[config.mk]
export PLATFORM = sky130hd
export DESIGN_NAME = spi_bus_arbiter
export DESIGN_NICKNAME = d
export VERILOG_FILES = /design/src/rtl/spi_bus_arbiter.sv
export SDC_FILE = /design/constraint.sdc
export NUM_CORES = 1
export LEC_CHECK = 0
export ABC_AREA = 1
export CORE_ASPECT_RATIO = 0.6
export CORE_MARGIN = 10
export CORE_UTILIZATION = 40
export CTS_CLUSTER_SIZE = 14
export DETAILED_ROUTE_END_ITERATION = 10
export HOLD_SLACK_MARGIN = 0.15
export PLACE_DENSITY_LB_ADDON = 0.15
export SLEW_MARGIN = 20
export SYNTH_ARGS = -nofsm -noshare
export SYNTH_HDL_FRONTEND = slang
export SYNTH_SLANG_ARGS = --single-unit
[constraint.sdc]
create_clock -name clk_i -period 4.86 [get_ports clk_i]
set_input_delay 0.972 -clock clk_i [delete_from_list [all_inputs] [get_ports clk_i]]
set_output_delay 0.972 -clock clk_i [all_outputs]
set_load 0.01 [all_outputs]
[src/rtl/spi_bus_arbiter.sv]
// Round-robin owner of the shared SPI bus: chip-select sequencing, mode-3 SCLK
// generation and shift/sample strobes for the three requester datapaths.
//
//   state | meaning
//   IDLE  | bus free, arbitrating among req_i
//   SETUP | cs asserted, sclk high, waiting CS_SETUP cycles
//   XFER  | sclk toggling, one bit per 2*CLK_DIV cycles
//   HOLD  | sclk high, cs still asserted for CS_HOLD cycles
//   GAP   | cs released, done pulse to the owner
module spi_bus_arbiter #(
    parameter int NUM_REQ  = 3,
    parameter int LEN_W    = 13,
    parameter int CLK_DIV  = 4,
    parameter int CS_SETUP = 2,
    parameter int CS_HOLD  = 2
) (
    input  logic                     clk_i,
    input  logic                     rst_i,
    input  logic [NUM_REQ-1:0]       req_i,
    input  logic [NUM_REQ*LEN_W-1:0] len_i,
    input  logic                     abort_i,
    output logic [NUM_REQ-1:0]       grant_o,
    output logic [NUM_REQ-1:0]       cs_o,
    output logic                     sclk_o,
    output logic                     shift_stb_o,
    output logic                     sample_stb_o,
    output logic [LEN_W-1:0]         bit_cnt_o,
    output logic                     busy_o,
    output logic [NUM_REQ-1:0]       done_o,
    output logic                     aborted_o
);

    localparam int PTR_W = (NUM_REQ > 1) ? $clog2(NUM_REQ) : 1;
    localparam int TMR_W = 16;
    localparam logic [TMR_W-1:0] SETUP_LD = TMR_W'(CS_SETUP - 1);
    localparam logic [TMR_W-1:0] HOLD_LD  = TMR_W'(CS_HOLD - 1);
    localparam logic [TMR_W-1:0] DIV_LD   = TMR_W'(CLK_DIV - 1);

    typedef enum logic [2:0] {
        S_IDLE,
        S_SETUP,
        S_XFER,
        S_HOLD,
        S_GAP
    } state_t;

    state_t              r_state;
    logic [PTR_W-1:0]    r_ptr;
    logic [NUM_REQ-1:0]  r_grant;
    logic                r_sclk;
    logic                r_shift;
    logic                r_sample;
    logic [LEN_W-1:0]    r_bit_cnt;
    logic                r_busy;
    logic [NUM_REQ-1:0]  r_done;
    logic                r_aborted;
    logic [TMR_W-1:0]    r_tmr;
    logic                r_abort_seen;

    logic [NUM_REQ-1:0]  w_rot;
    logic [PTR_W-1:0]    w_off;
    logic [PTR_W-1:0]    w_win;
    logic [PTR_W-1:0]    w_ptr_nxt;
    logic [NUM_REQ-1:0]  w_win_oh;
    logic [LEN_W-1:0]    w_win_len;
    logic                w_any;
    logic                w_tmr_tc;
    logic                w_abort;
    int                  w_sum;

    // Requests rotated so bit 0 is the requester the pointer favours.
    always_comb begin
        w_rot = '0;
        for (int i = 0; i < NUM_REQ; i++) begin
            for (int k = 0; k < NUM_REQ; k++) begin
                if (k == ((int'(r_ptr) + i) % NUM_REQ)) begin
                    w_rot[i] = req_i[k];
                end
            end
        end
        w_off = '0;
        for (int i = NUM_REQ - 1; i >= 0; i--) begin
            if (w_rot[i]) begin
                w_off = PTR_W'(i);
            end
        end
        w_sum = int'(r_ptr) + int'(w_off);
        if (w_sum >= NUM_REQ) begin
            w_sum = w_sum - NUM_REQ;
        end
        w_win     = PTR_W'(w_sum);
        w_ptr_nxt = (w_win == PTR_W'(NUM_REQ - 1)) ? '0 : w_win + PTR_W'(1);
        w_win_oh  = '0;
        w_win_len = '0;
        for (int k = 0; k < NUM_REQ; k++) begin
            if (w_win == PTR_W'(k)) begin
                w_win_oh[k] = 1'b1;
                w_win_len   = len_i[k*LEN_W +: LEN_W];
            end
        end
    end

    assign w_any    = |req_i;
    assign w_tmr_tc = (r_tmr == '0);
    assign w_abort  = abort_i | r_abort_seen;

    always_ff @(posedge clk_i or posedge rst_i) begin
        if (rst_i) begin
            r_state      <= S_IDLE;
            r_ptr        <= '0;
            r_grant      <= '0;
            r_sclk       <= 1'b1;
            r_shift      <= 1'b0;
            r_sample     <= 1'b0;
            r_bit_cnt    <= '0;
            r_busy       <= 1'b0;
            r_done       <= '0;
            r_aborted    <= 1'b0;
            r_tmr        <= '0;
            r_abort_seen <= 1'b0;
        end else begin
            r_shift   <= 1'b0;
            r_sample  <= 1'b0;
            r_done    <= '0;
            r_aborted <= 1'b0;
            case (r_state)
                S_IDLE: begin
                    if (w_any) begin
                        r_grant      <= w_win_oh;
                        r_bit_cnt    <= w_win_len;
                        r_ptr        <= w_ptr_nxt;
                        r_tmr        <= SETUP_LD;
                        r_abort_seen <= 1'b0;
                        r_busy       <= 1'b1;
                        r_state      <= S_SETUP;
                    end
                end
                S_SETUP: begin
                    if (abort_i) begin
                        r_abort_seen <= 1'b1;
                        r_tmr        <= HOLD_LD;
                        r_state      <= S_HOLD;
                    end else if (w_tmr_tc) begin
                        if (r_bit_cnt == '0) begin
                            r_tmr   <= HOLD_LD;
                            r_state <= S_HOLD;
                        end else begin
                            r_sclk  <= 1'b0;
                            r_shift <= 1'b1;
                            r_tmr   <= DIV_LD;
                            r_state <= S_XFER;
                        end
                    end else begin
                        r_tmr <= r_tmr - TMR_W'(1);
                    end
                end
                S_XFER: begin
                    if (abort_i) begin
                        r_abort_seen <= 1'b1;
                    end
                    if (!r_sclk) begin
                        // A low phase always runs to completion; an abort only suppresses the sample.
                        if (w_tmr_tc) begin
                            r_sclk <= 1'b1;
                            if (w_abort) begin
                                r_tmr   <= HOLD_LD;
                                r_state <= S_HOLD;
                            end else begin
                                r_sample  <= 1'b1;
                                r_bit_cnt <= r_bit_cnt - LEN_W'(1);
                                r_tmr     <= DIV_LD;
                            end
                        end else begin
                            r_tmr <= r_tmr - TMR_W'(1);
                        end
                    end else if (w_abort) begin
                        r_tmr   <= HOLD_LD;
                        r_state <= S_HOLD;
                    end else if (w_tmr_tc) begin
                        if (r_bit_cnt == '0) begin
                            r_tmr   <= HOLD_LD;
                            r_state <= S_HOLD;
                        end else begin
                            r_sclk  <= 1'b0;
                            r_shift <= 1'b1;
                            r_tmr   <= DIV_LD;
                        end
                    end else begin
                        r_tmr <= r_tmr - TMR_W'(1);
                    end
                end
                S_HOLD: begin
                    if (w_tmr_tc) begin
                        r_grant   <= '0;
                        r_done    <= r_grant;
                        r_aborted <= r_abort_seen;
                        r_state   <= S_GAP;
                    end else begin
                        r_tmr <= r_tmr - TMR_W'(1);
                    end
                end
                S_GAP: begin
                    r_busy  <= 1'b0;
                    r_state <= S_IDLE;
                end
                default: begin
                    r_state <= S_IDLE;
                end
            endcase
        end
    end

    assign grant_o      = r_grant;
    assign cs_o         = r_grant;
    assign sclk_o       = r_sclk;
    assign shift_stb_o  = r_shift;
    assign sample_stb_o = r_sample;
    assign bit_cnt_o    = r_bit_cnt;
    assign busy_o       = r_busy;
    assign done_o       = r_done;
    assign aborted_o    = r_aborted;

endmodule

Word-level counts from Yosys, hierarchy flattened
Cells that the tools add are included.
{"block": "classes", "muxes": 78, "n_eq_ne": 27, "bitwise_logic": 1, "addsub": 7, "magnitude_cmp": 1, "div_mod_pow": 3, "n_reduce_logical": 23}
{"operator": "16-bit two-way mux", "n": 7}
{"operator": "2-bit by 32-bit == test with 1-bit output (first input constant)", "n": 3}
{"operator": "3-bit by 32-bit == test with 1-bit output (first input constant)", "n": 3}
{"operator": "32-bit logical NOT", "n": 3}
{"operator": "13-bit two-way mux", "n": 7}
{"operator": "32-bit by 3-bit remainder unit with 32-bit output (second input constant)", "n": 2}
{"operator": "16-bit one-hot mux with 4 select lines", "n": 1}
{"operator": "3-bit two-way mux", "n": 14}
{"operator": "1-bit two-way mux", "n": 35}
{"operator": "3-bit by 3-bit remainder unit with 32-bit output (second input constant)", "n": 1}
{"operator": "13-bit one-hot mux with 2 select lines", "n": 1}
{"operator": "2-bit != test (second input constant)", "n": 9}
{"operator": "16-bit logical NOT", "n": 1}
{"operator": "16-bit by 1-bit subtractor with 16-bit output (second input constant)", "n": 1}
{"operator": "3-bit != test (second input constant)", "n": 5}
{"operator": "2-bit two-way mux", "n": 7}
{"operator": "13-bit logical NOT", "n": 1}
{"operator": "13-bit by 1-bit subtractor with 13-bit output (second input constant)", "n": 1}
{"operator": "3-bit one-hot mux with 4 select lines", "n": 1}
{"operator": "2-bit nonzero test", "n": 5}
{"operator": "3-bit AND reduction", "n": 3}
{"operator": "1-bit one-hot mux with 2 select lines", "n": 4}
{"operator": "7-bit AND reduction", "n": 1}
{"operator": "3-bit by 2-bit == test with 1-bit output (second input constant)", "n": 2}
{"operator": "other kinds (21)", "n": 22}
{"block": "word_totals", "elab_cells": 152, "reg_bits": 46, "output_inout_bits": 27}

Depth between registers and ports, before layout
Gate-level depths: netlist (run 1).
{"block": "depth", "word_depth": 18, "depth_mapped": 24, "mapped_depth_nobuf": 24}

Worst setup path before layout (run 1)
Ideal clock, no wire load.
{"block": "synth_timing", "path_kind": "input to register", "from": "input port req_i[0]", "to": "register r_bit_cnt[1] (netlist: bit_cnt_o[1])", "path_slack_ps": 1578, "cell_stages": 19, "required_time_ps": 4783, "setup_ps": 77, "t_arrival_ps": 3205, "path_buffers": 1, "path_cell_list": "nand3_1 nand2_1 o21ai_0 nor2_1 ha_1 inv_1 fa_1 inv_1 ha_1 inv_1 nand3_1 nand2_1 nand2_1 nor2_1 buf_2 nand2_1 nand3_1 nand2_1 a21oi_1"}
{"block": "synth_between", "elab_chain_len": 15, "elab_cells_between_ends": 27}
{"item": "start, declared", "line_no": "19", "rtl": "input logic [NUM_REQ-1:0] req_i,"}
{"item": "1-bit two-way mux (3 in a row)", "line_no": "76", "rtl": "if (k == ((int'(r_ptr) + i) % NUM_REQ)) begin"}
{"item": "2-bit two-way mux (3 in a row)", "line_no": "83", "rtl": "if (w_rot[i]) begin"}
{"item": "2-bit by 2-bit adder with 3-bit output", "line_no": "87", "rtl": "w_sum = int'(r_ptr) + int'(w_off);"}
{"item": "3-bit by 2-bit greater-or-equal comparator with 1-bit output / 2-bit subtractor (equally long branches)", "line_no": "88, 89"}
{"item": "2-bit two-way mux", "line_no": "88", "rtl": "if (w_sum >= NUM_REQ) begin"}
{"item": "2-bit logical NOT", "line_no": "96", "rtl": "if (w_win == PTR_W'(k)) begin"}
{"item": "13-bit two-way mux (3 in a row)", "line_no": "96"}
{"item": "13-bit two-way mux", "line_no": "128", "rtl": "if (w_any) begin"}
{"item": "13-bit one-hot mux with 2 select lines", "line_no": "126", "rtl": "case (r_state)"}
{"item": "end signal, assigned", "line_no": "130", "rtl": "r_bit_cnt <= w_win_len;"}
{"item": "end signal, assigned", "line_no": "170", "rtl": "r_bit_cnt <= r_bit_cnt - LEN_W'(1);"}
{"item": "end, declared", "line_no": "53", "rtl": "logic [LEN_W-1:0] r_bit_cnt;"}
Parallel ways exist; a longest one is shown, timed or not. The select of a mux whose other input is x is not followed.
A chain may end at the register's enable or synchronous reset.

Worst setup path in the final report (run 1)
{"block": "layout_timing", "from": "input port req_i[0]", "to": "register r_bit_cnt[11] (netlist: bit_cnt_o[11])"}
Same word-level chain as after synthesis.

==> results of run 1 <==
cell families (layout without fill, tap and decap cells):
| family | after synthesis | after routing | share of synthesized area (%) |
|---|---|---|---|
| XOR/XNOR | 4 | 4 | 1.08 |
| buffers and inverters | 81 | 148 | 10.7 |
| AND/OR/NAND/NOR | 309 | 309 | 40.6 |
| AO/OA/AOI/OAI | 50 | 50 | 8.81 |
| adder cells (fa/ha/maj) | 8 | 8 | 3.31 |
| flip-flops | 46 | 46 | 35.5 |
per-layer routing:
metal	global-route usage (%)	part of all wire [%]	up-vias
li1	-	-	1697
met2	21.5	40	99
met3	3.83	7.4	2
met1	24.5	53	1572
met5	0	0	-
met4	2.30	0.26	0
registers in the layout, indices dropped and copies added (netlist names), 2 cells and up:
register,cells
bit_cnt_o,13
cs_o,3
done_o,3
r_ptr,2
r_state,3
r_tmr,16
cell usage after synthesis (4+ instances only):
cell / instances / area share, %
o21ai_0: 16 / 2.5
inv_1: 65 / 7.5
nor3_1: 7 / 1.1
buf_4: 4 / 0.92
dfrtp_1: 45 / 35
ha_1: 7 / 2.7
a21oi_1: 11 / 1.7
nand4_1: 11 / 2.1
nand3_1: 41 / 6.3
nor2_1: 68 / 7.9
nand2_1: 168 / 19
o21ai_1: 9 / 1.4
nand3_2: 4 / 1.2
cells in the final DEF (no fill, tap or decap), types with 4 or more instances in the layout:
master	instances
o21ai_1	9
nand4_1	11
a21oi_1	11
nand3_2	4
dfrtp_1	45
clkbuf_16	5
ha_1	7
clkdlybuf4s50_1	71
nand3_1	41
o21ai_0	16
nand2_1	168
nor3_1	7
nor2_1	68
inv_1	64
worst max path at each step:
stage	from	endpoint	slack, ps	depth (start not counted)
detailed placement	req_i[0]	bit_cnt_o[11]	280	22
global placement	req_i[0]	bit_cnt_o[11]	510	22
CTS	req_i[0]	bit_cnt_o[11]	600	22
floorplan	req_i[0]	bit_cnt_o[1]	1580	19
finish	req_i[0]	bit_cnt_o[11]	570	22
global route	req_i[0]	bit_cnt_o[11]	170	22
through the flow:
stage	worst slack (ps)	util [%]	hold slack, ps	area, sq um
floorplan	1580	-	471	3250
global placement	507	50.9	489	4010
detailed placement	284	50.9	498	4010
CTS	599	52.7	515	4160
global route	166	52.7	550	4160
finish	574	52.7	512	4160
worst max-delay path, stage by stage:
cell             delay [ps]
clkdlybuf4s50_1         530
nand3_1                 100
nand2_1                  70
o21ai_0                 100
nor2_1                  130
ha_1                    150
inv_1                    50
fa_1                    520
inv_1                    50
ha_1                    190
inv_1                    90
nand3_1                  90
nand2_1                 100
nand2_1                 220
nor2_1                  660
nand2_1                 100
nand2_1                  90
inv_1                    60
nand2_1                  50
nand2_1                  50
nand2_1                  60
nand2_1                  50
area by class of cell:
type                    count  area, sq um
clock buffers               5          125
clock inverters             3         21.3
fillers                   779         3720
inverters                  69          263
multi-input cells         371         1750
flip-flops and latches     46         1150
well taps                 108          135
repair buffers             71          711
==> impl_metrics.csv, run 1 <==
group,metric,value,unit
sta,hold_viol,0,
global_route,grt_pass1_vias,3026,
global_route,antenna_found_initial,0,
routing,wirelength,9.86,mm
logic_synthesis,yosysSeqAreaShare,35.5,%
setup_path,critPathCaptureType,"flop",
clock_tree,numCtsBuffers,5,
sta,fin_tns_setup,0,ps
setup_path,cp.arrival,4460,ps
floorplanning,die_area,12300,sq um
clock_tree,clock_sinks,46,
sta,rsz0062_at_grt,"false",
place,io_buffers,71,
floorplanning,placeableCoreArea,7880,sq um
logic_synthesis,synthDistinctLibCells,37,
worst_hold_path,hold_end,"r_tmr[1]",
global_route,globalRouteOverflowTotal,0,
sta,tightest_slew,828,ps
setup_path,reg2reg_depth,24,
sta,fin_crit,4290,ps
worst_hold_path,min_from,"r_tmr[1]",
setup_path,critPathRequiredTime,5040,ps
routing,via_per_inst,5.01,
floorplanning,io_pins,72,
clock_tree,clockBufferDepth,2,
floorplanning,die_x,136,um
place,placed_cells,665,
worst_hold_path,hold_depth,2,
logic_synthesis,syn_nets,551,
logic_synthesis,yosysWarningCount,0,
logic_synthesis,syn_avg_cell_area,6.53,sq um
routing,routedWlPerCell,14.6,um
logic_synthesis,synthCells,498,
setup_path,rrSetupSlack,930,ps
sta,slew_headroom,44.7,%
cells_and_area,final_nets,617,
sta,setup_viol,0,
cells_and_area,diodes,0,
routing,drc_errors,0,
clock_tree,ctsHoldBuffers,0,
routing,routed-via-count,3370,
run,drv_cap,0,
clock_tree,cts_tree,"built",
clock_tree,clk_pin_slew_worst_paths,60,ps
place,hpwl,7.73,mm
floorplanning,die_h,89.8,um
clock_tree,htree_levels,2,
setup_path,rr_endpoint,"bit_cnt_o[11]",
cells_and_area,finalNonFillerCells,673,
clock_tree,cts_setup_buffers,0,
setup_path,start_kind,"primary input",
place,gp_congestion,0.883,
global_route,grt_max_degree,47,
setup_path,r2r-start,"r_ptr[0]",
cells_and_area,drive_gt1_share,5.13,%
worst_hold_path,hold_path_class,"reg2reg",
floorplanning,std_cell_rows,25,
setup_path,path_class,"in2reg",
global_route,grt_pass1_wl,15.8,mm
sta,finClkSkew,4.82,ps
routing,drtAntennaViolNets,0,
logic_synthesis,async_flop_share,100,%
sta,fmaxAchievable,233,MHz
sta,post-route-period-util,88.2,%
floorplanning,start_util,41.2,%
routing,first_pass_iters,5,
clock_tree,cts_root_buffer,"clkbuf_16",
clock_tree,ctsResizeCount,0,
routing,drt_iter0_markers,347,
logic_synthesis,synth-edff-count,0,
clock_tree,clkLatencyLatePin,290,ps
sta,maxSlewViolCount,0,
setup_path,path_max_fanout,12,
global_route,track_usage,15.8,%
logic_synthesis,synth_area,3250,sq um
logic_synthesis,ys.flop_type,"dfrtp_1",
status,status,"completed",
logic_synthesis,ys_seq_elements,46,
cells_and_area,syn_to_final_growth,27.9,%
Power of run 1 is left out: the tool's default activity adds up to more than one toggle a clock period on the data nets, which glitch-free logic cannot reach.
==> inputs of run 2 (changes only) <==
==> constraint.sdc (replaced) <==
create_clock -name clk_i -period 4.9 [get_ports clk_i]
set_input_delay 0.98 -clock clk_i [delete_from_list [all_inputs] [get_ports clk_i]]
set_output_delay 0.98 -clock clk_i [all_outputs]
set_load 0.01 [all_outputs]
==> impl_metrics.csv, run 2 (same netlist as run 1, synthesis figures left out) <==
group,metric,value,unit
place,gp_congestion,0.883,
routing,via_per_inst,4.95,
cells_and_area,diodes,0,
clock_tree,clk_pin_slew_worst_paths,70,ps
place,hpwl,7.69,mm
clock_tree,ctsHoldBuffers,0,
sta,post-route-period-util,88.1,%
cells_and_area,layout_common_cells,"nand2_1, clkdlybuf4s50_1, nor2_1, inv_1, dfrtp_1",
sta,fin_crit,4310,ps
cells_and_area,syn_to_final_growth,27.9,%
run,drv_cap,0,
clock_tree,cts_setup_buffers,0,
global_route,antenna_found_initial,0,
setup_path,critPathCaptureType,"flop",
cells_and_area,fillCellCount,764,
sta,fmaxAchievable,232,MHz
status,status,"completed",
worst_hold_path,hold_path_class,"reg2reg",
routing,drc_errors,0,
floorplanning,die_x,136,um
clock_tree,numCtsBuffers,5,
sta,maxSlewViolCount,0,
setup_path,critPathRequiredTime,5130,ps
global_route,globalRouteOverflowTotal,0,
sta,finClkSkew,7.39,ps
setup_path,cp.arrival,4550,ps
global_route,grt_max_degree,47,
floorplanning,die_h,89.8,um
clock_tree,clock_sinks,46,
routing,drt_iter0_markers,412,
clock_tree,cts_root_buffer,"clkbuf_16",
setup_path,path_max_fanout,12,
floorplanning,start_util,41.2,%
sta,fin_tns_setup,0,ps
routing,drtAntennaViolNets,0,
floorplanning,die_area,12300,sq um
cells_and_area,drive_gt1_share,5.13,%
clock_tree,htree_levels,2,
cells_and_area,final_nets,617,
routing,routed-via-count,3330,
global_route,grt_pass1_vias,2954,
setup_path,rrSetupSlack,940,ps
sta,rsz0062_at_grt,"false",
cells_and_area,final_common_cell,"nand2_1",
clock_tree,cts_tree,"built",
cells_and_area,regMostFlops,"r_tmr",
sta,slew_headroom,45.4,%
floorplanning,std_cell_rows,25,
clock_tree,ctsResizeCount,0,
clock_tree,clockBufferDepth,2,
routing,routedWlPerCell,14.6,um
setup_path,path_class,"in2reg",
sta,hold_viol,0,
setup_path,start_kind,"primary input",
clock_tree,clkLatencyLatePin,290,ps
floorplanning,placeableCoreArea,7880,sq um
sta,setup_viol,0,
place,io_buffers,71,
cells_and_area,largest_reg_flops,16,
floorplanning,io_pins,72,
global_route,grt_pass1_wl,15.6,mm
global_route,track_usage,15.5,%
routing,first_pass_iters,4,
sta,tightest_slew,819,ps
routing,wirelength,9.81,mm
-- run 2: cell counts in the layout (fill, tap and decap cells not counted) --
No cell type changed its count.
-- run 2: path summary, 6_finish.rpt --
kind                                from            to  depth (start not counted)
worst min-delay path            r_tmr[1]      r_tmr[1]                          2
min in group asynchronous          rst_i  sample_stb_o                          2
worst max-delay path            req_i[0]  bit_cnt_o[8]                         19
max in group asynchronous          rst_i   shift_stb_o                          2
worst min register to register  r_tmr[1]      r_tmr[1]                          2
worst max register to register  r_ptr[0]  bit_cnt_o[8]                         21
-- run 2: cell type report --
class | count | area [sq um] | area share [%]
inverters | 69 | 263 | 6.32
clock buffers | 5 | 125 | 3.01
repair buffers | 71 | 711 | 17.1
clock inverters | 3 | 21.3 | 0.512
multi-input cells | 371 | 1750 | 42.1
flip-flops and latches | 46 | 1150 | 27.7
well taps | 108 | 135 | 3.25
-- run 2: stage by stage --
stage                     utilization [%]  instances  hold slack [ps]  worst slack [ps]  instance area, sq um
after floorplan                         -        498              471              1610                  3250
after global placement               50.9        665              489               539                  4010
after detailed placement             50.9        665              499               321                  4010
after CTS                            52.7        673              513               638                  4160
after global routing                 52.7        673              544               293                  4160
final                                52.7        673              508               585                  4160
-- run 2: per-layer routing --
| layer | GRT usage [%] | share of wire, % | wire (um) | vias to the layer above |
|---|---|---|---|---|
| met5 | 0 | 0 | 0 | - |
| met4 | 2.39 | 0.52 | 51 | 0 |
| met3 | 3.94 | 6.7 | 658 | 7 |
| met2 | 20.6 | 40 | 3880 | 102 |
| met1 | 24.4 | 53 | 5230 | 1527 |
| li1 | - | - | - | 1694 |
-- run 2: critical path, cell delays in order --
cell and delay, ps:
clkdlybuf4s50_1 540, nand3_1 100, nand2_1 70, o21ai_0 100, nor2_1 130, ha_1 140, inv_1 50, fa_1 520
inv_1 50, ha_1 180, inv_1 90, nand3_1 90, nand2_1 100, nand2_1 220, nor2_1 660, nand2_1 110
nand4_1 220, nand3_1 110, nand2_1 80
Power of run 2 is left out for the same reason.
==> inputs of run 3 (changes only) <==
--- a/config.mk
+++ b/config.mk
@@ -13,6 +13,7 @@
 export DETAILED_ROUTE_END_ITERATION = 10
 export HOLD_SLACK_MARGIN = 0.15
 export PLACE_DENSITY_LB_ADDON = 0.15
+export REMOVE_ABC_BUFFERS = 1
 export SLEW_MARGIN = 20
 export SYNTH_ARGS = -nofsm -noshare
 export SYNTH_HDL_FRONTEND = slang
==> impl_metrics.csv, run 3 (same netlist as run 1, synthesis figures left out) <==
group,metric,value,unit
global_route,grt_pass1_wl,16.0,mm
cells_and_area,largest_reg_flops,16,
sta,tightest_slew,805,ps
clock_tree,clockBufferDepth,2,
place,hpwl,7.80,mm
sta,maxSlewViolCount,0,
cells_and_area,final_nets,618,
place,io_buffers,71,
setup_path,critPathRequiredTime,5130,ps
sta,rsz0062_at_grt,"false",
floorplanning,placeableCoreArea,7880,sq um
clock_tree,ctsHoldBuffers,0,
clock_tree,cts_setup_buffers,0,
setup_path,critPathCaptureType,"flop",
sta,finClkSkew,6.87,ps
clock_tree,cts_tree,"built",
worst_hold_path,hold_path_class,"reg2reg",
setup_path,rrSetupSlack,1200,ps
clock_tree,cts_root_buffer,"clkbuf_16",
sta,fmaxAchievable,248,MHz
clock_tree,htree_levels,2,
setup_path,r2r-start,"r_ptr[0]",
setup_path,cp.arrival,4260,ps
cells_and_area,regMostFlops,"r_tmr",
sta,fin_crit,4030,ps
sta,post-route-period-util,82.2,%
sta,fin_tns_setup,0,ps
worst_hold_path,hold_depth,2,
setup_path,path_max_fanout,11,
routing,drc_errors,0,
clock_tree,clk_pin_slew_worst_paths,70,ps
setup_path,path_class,"in2reg",
routing,drt_iter0_markers,350,
floorplanning,std_cell_rows,25,
routing,wirelength,10.0,mm
setup_path,rr_endpoint,"bit_cnt_o[8]",
clock_tree,clkLatencyLatePin,300,ps
clock_tree,numCtsBuffers,5,
floorplanning,die_h,89.8,um
cells_and_area,final_common_cell,"nand2_1",
sta,slew_headroom,46.2,%
place,gp_congestion,0.924,
setup_path,start_kind,"primary input",
cells_and_area,drive_gt1_share,5.12,%
sta,holdWs,513,ps
status,status,"completed",
routing,drtAntennaViolNets,0,
routing,first_pass_iters,5,
cells_and_area,diodes,0,
global_route,grt_max_degree,47,
worst_hold_path,hold_end,"busy_o",
sta,setup_viol,0,
run,drv_cap,0,
floorplanning,die_x,136,um
floorplanning,io_pins,72,
global_route,globalRouteOverflowTotal,0,
global_route,track_usage,15.9,%
routing,routed-via-count,3396,
setup_path,reg2reg_depth,21,
global_route,antenna_found_initial,0,
routing,via_per_inst,5.04,
cells_and_area,layout_common_cells,"nand2_1, clkdlybuf4s50_1, nor2_1, inv_1, dfrtp_1",
worst_hold_path,min_from,"busy_o",
clock_tree,clock_sinks,46,
global_route,grt_pass1_vias,3046,
sta,hold_viol,0,
cells_and_area,syn_to_final_growth,28.8,%
clock_tree,ctsResizeCount,0,
floorplanning,die_area,12300,sq um
routing,routedWlPerCell,14.8,um
floorplanning,start_util,41.2,%
[run 3: changes by cell type in the layout (fill, tap and decap cells not counted)]
cell and change:
buf_4 +1, bufinv_16 +1, clkbuf_1 +1, clkinv_2 -1, clkinv_4 -1
[run 3: layer usage]
| metal | wire [um] | GRT usage [%] | vias up |
|---|---|---|---|
| met1 | 5050 | 24.0 | 1575 |
| li1 | - | - | 1702 |
| met3 | 720 | 3.89 | 7 |
| met2 | 4160 | 21.8 | 112 |
| met5 | 0 | 0 | - |
| met4 | 74 | 3.62 | 0 |
[run 3: how the worst max path moves through the flow]
stage,depth (start not counted),start,endpoint
6_report,19,req_i[0],bit_cnt_o[8]
4_1_cts,19,req_i[0],bit_cnt_o[1]
3_3_place_gp,19,req_i[0],bit_cnt_o[8]
2_1_floorplan,21,req_i[0],bit_cnt_o[11]
3_5_place_dp,19,req_i[0],bit_cnt_o[1]
5_1_grt,19,req_i[0],bit_cnt_o[8]
[run 3: critical path, cell delays in order]
cell and delay [ps]:
clkdlybuf4s50_1 530, nand3_1 110, nand2_1 80, o21ai_0 100, nor2_1 120, ha_1 140, inv_1 50, fa_1 530
inv_1 60, ha_1 200, inv_1 100, nand3_1 90, nand2_1 310, nand2_1 150, inv_1 320, nand2_1 80
nand4_1 120, nand3_1 110, nand2_1 80
[run 3: final cells by class]
class	count	area, sq um
fillers	784	3700
multi-input cells	371	1750
flip-flops and latches	46	1150
repair buffers	72	718
inverters	69	263
well taps	108	135
clock buffers	6	129
clock inverters	2	37.5
[run 3: metrics by stage]
stage,utilization (%),instance area [sq um],instances,setup WS [ps]
2_1_floorplan,-,3160,486,1410
3_3_place_gp,51.0,4020,666,812
3_5_place_dp,51.0,4020,666,610
4_1_cts,53.1,4180,674,919
5_1_grt,53.1,4190,674,489
6_report,53.1,4190,674,871
Power of run 3 is left out for the same reason.
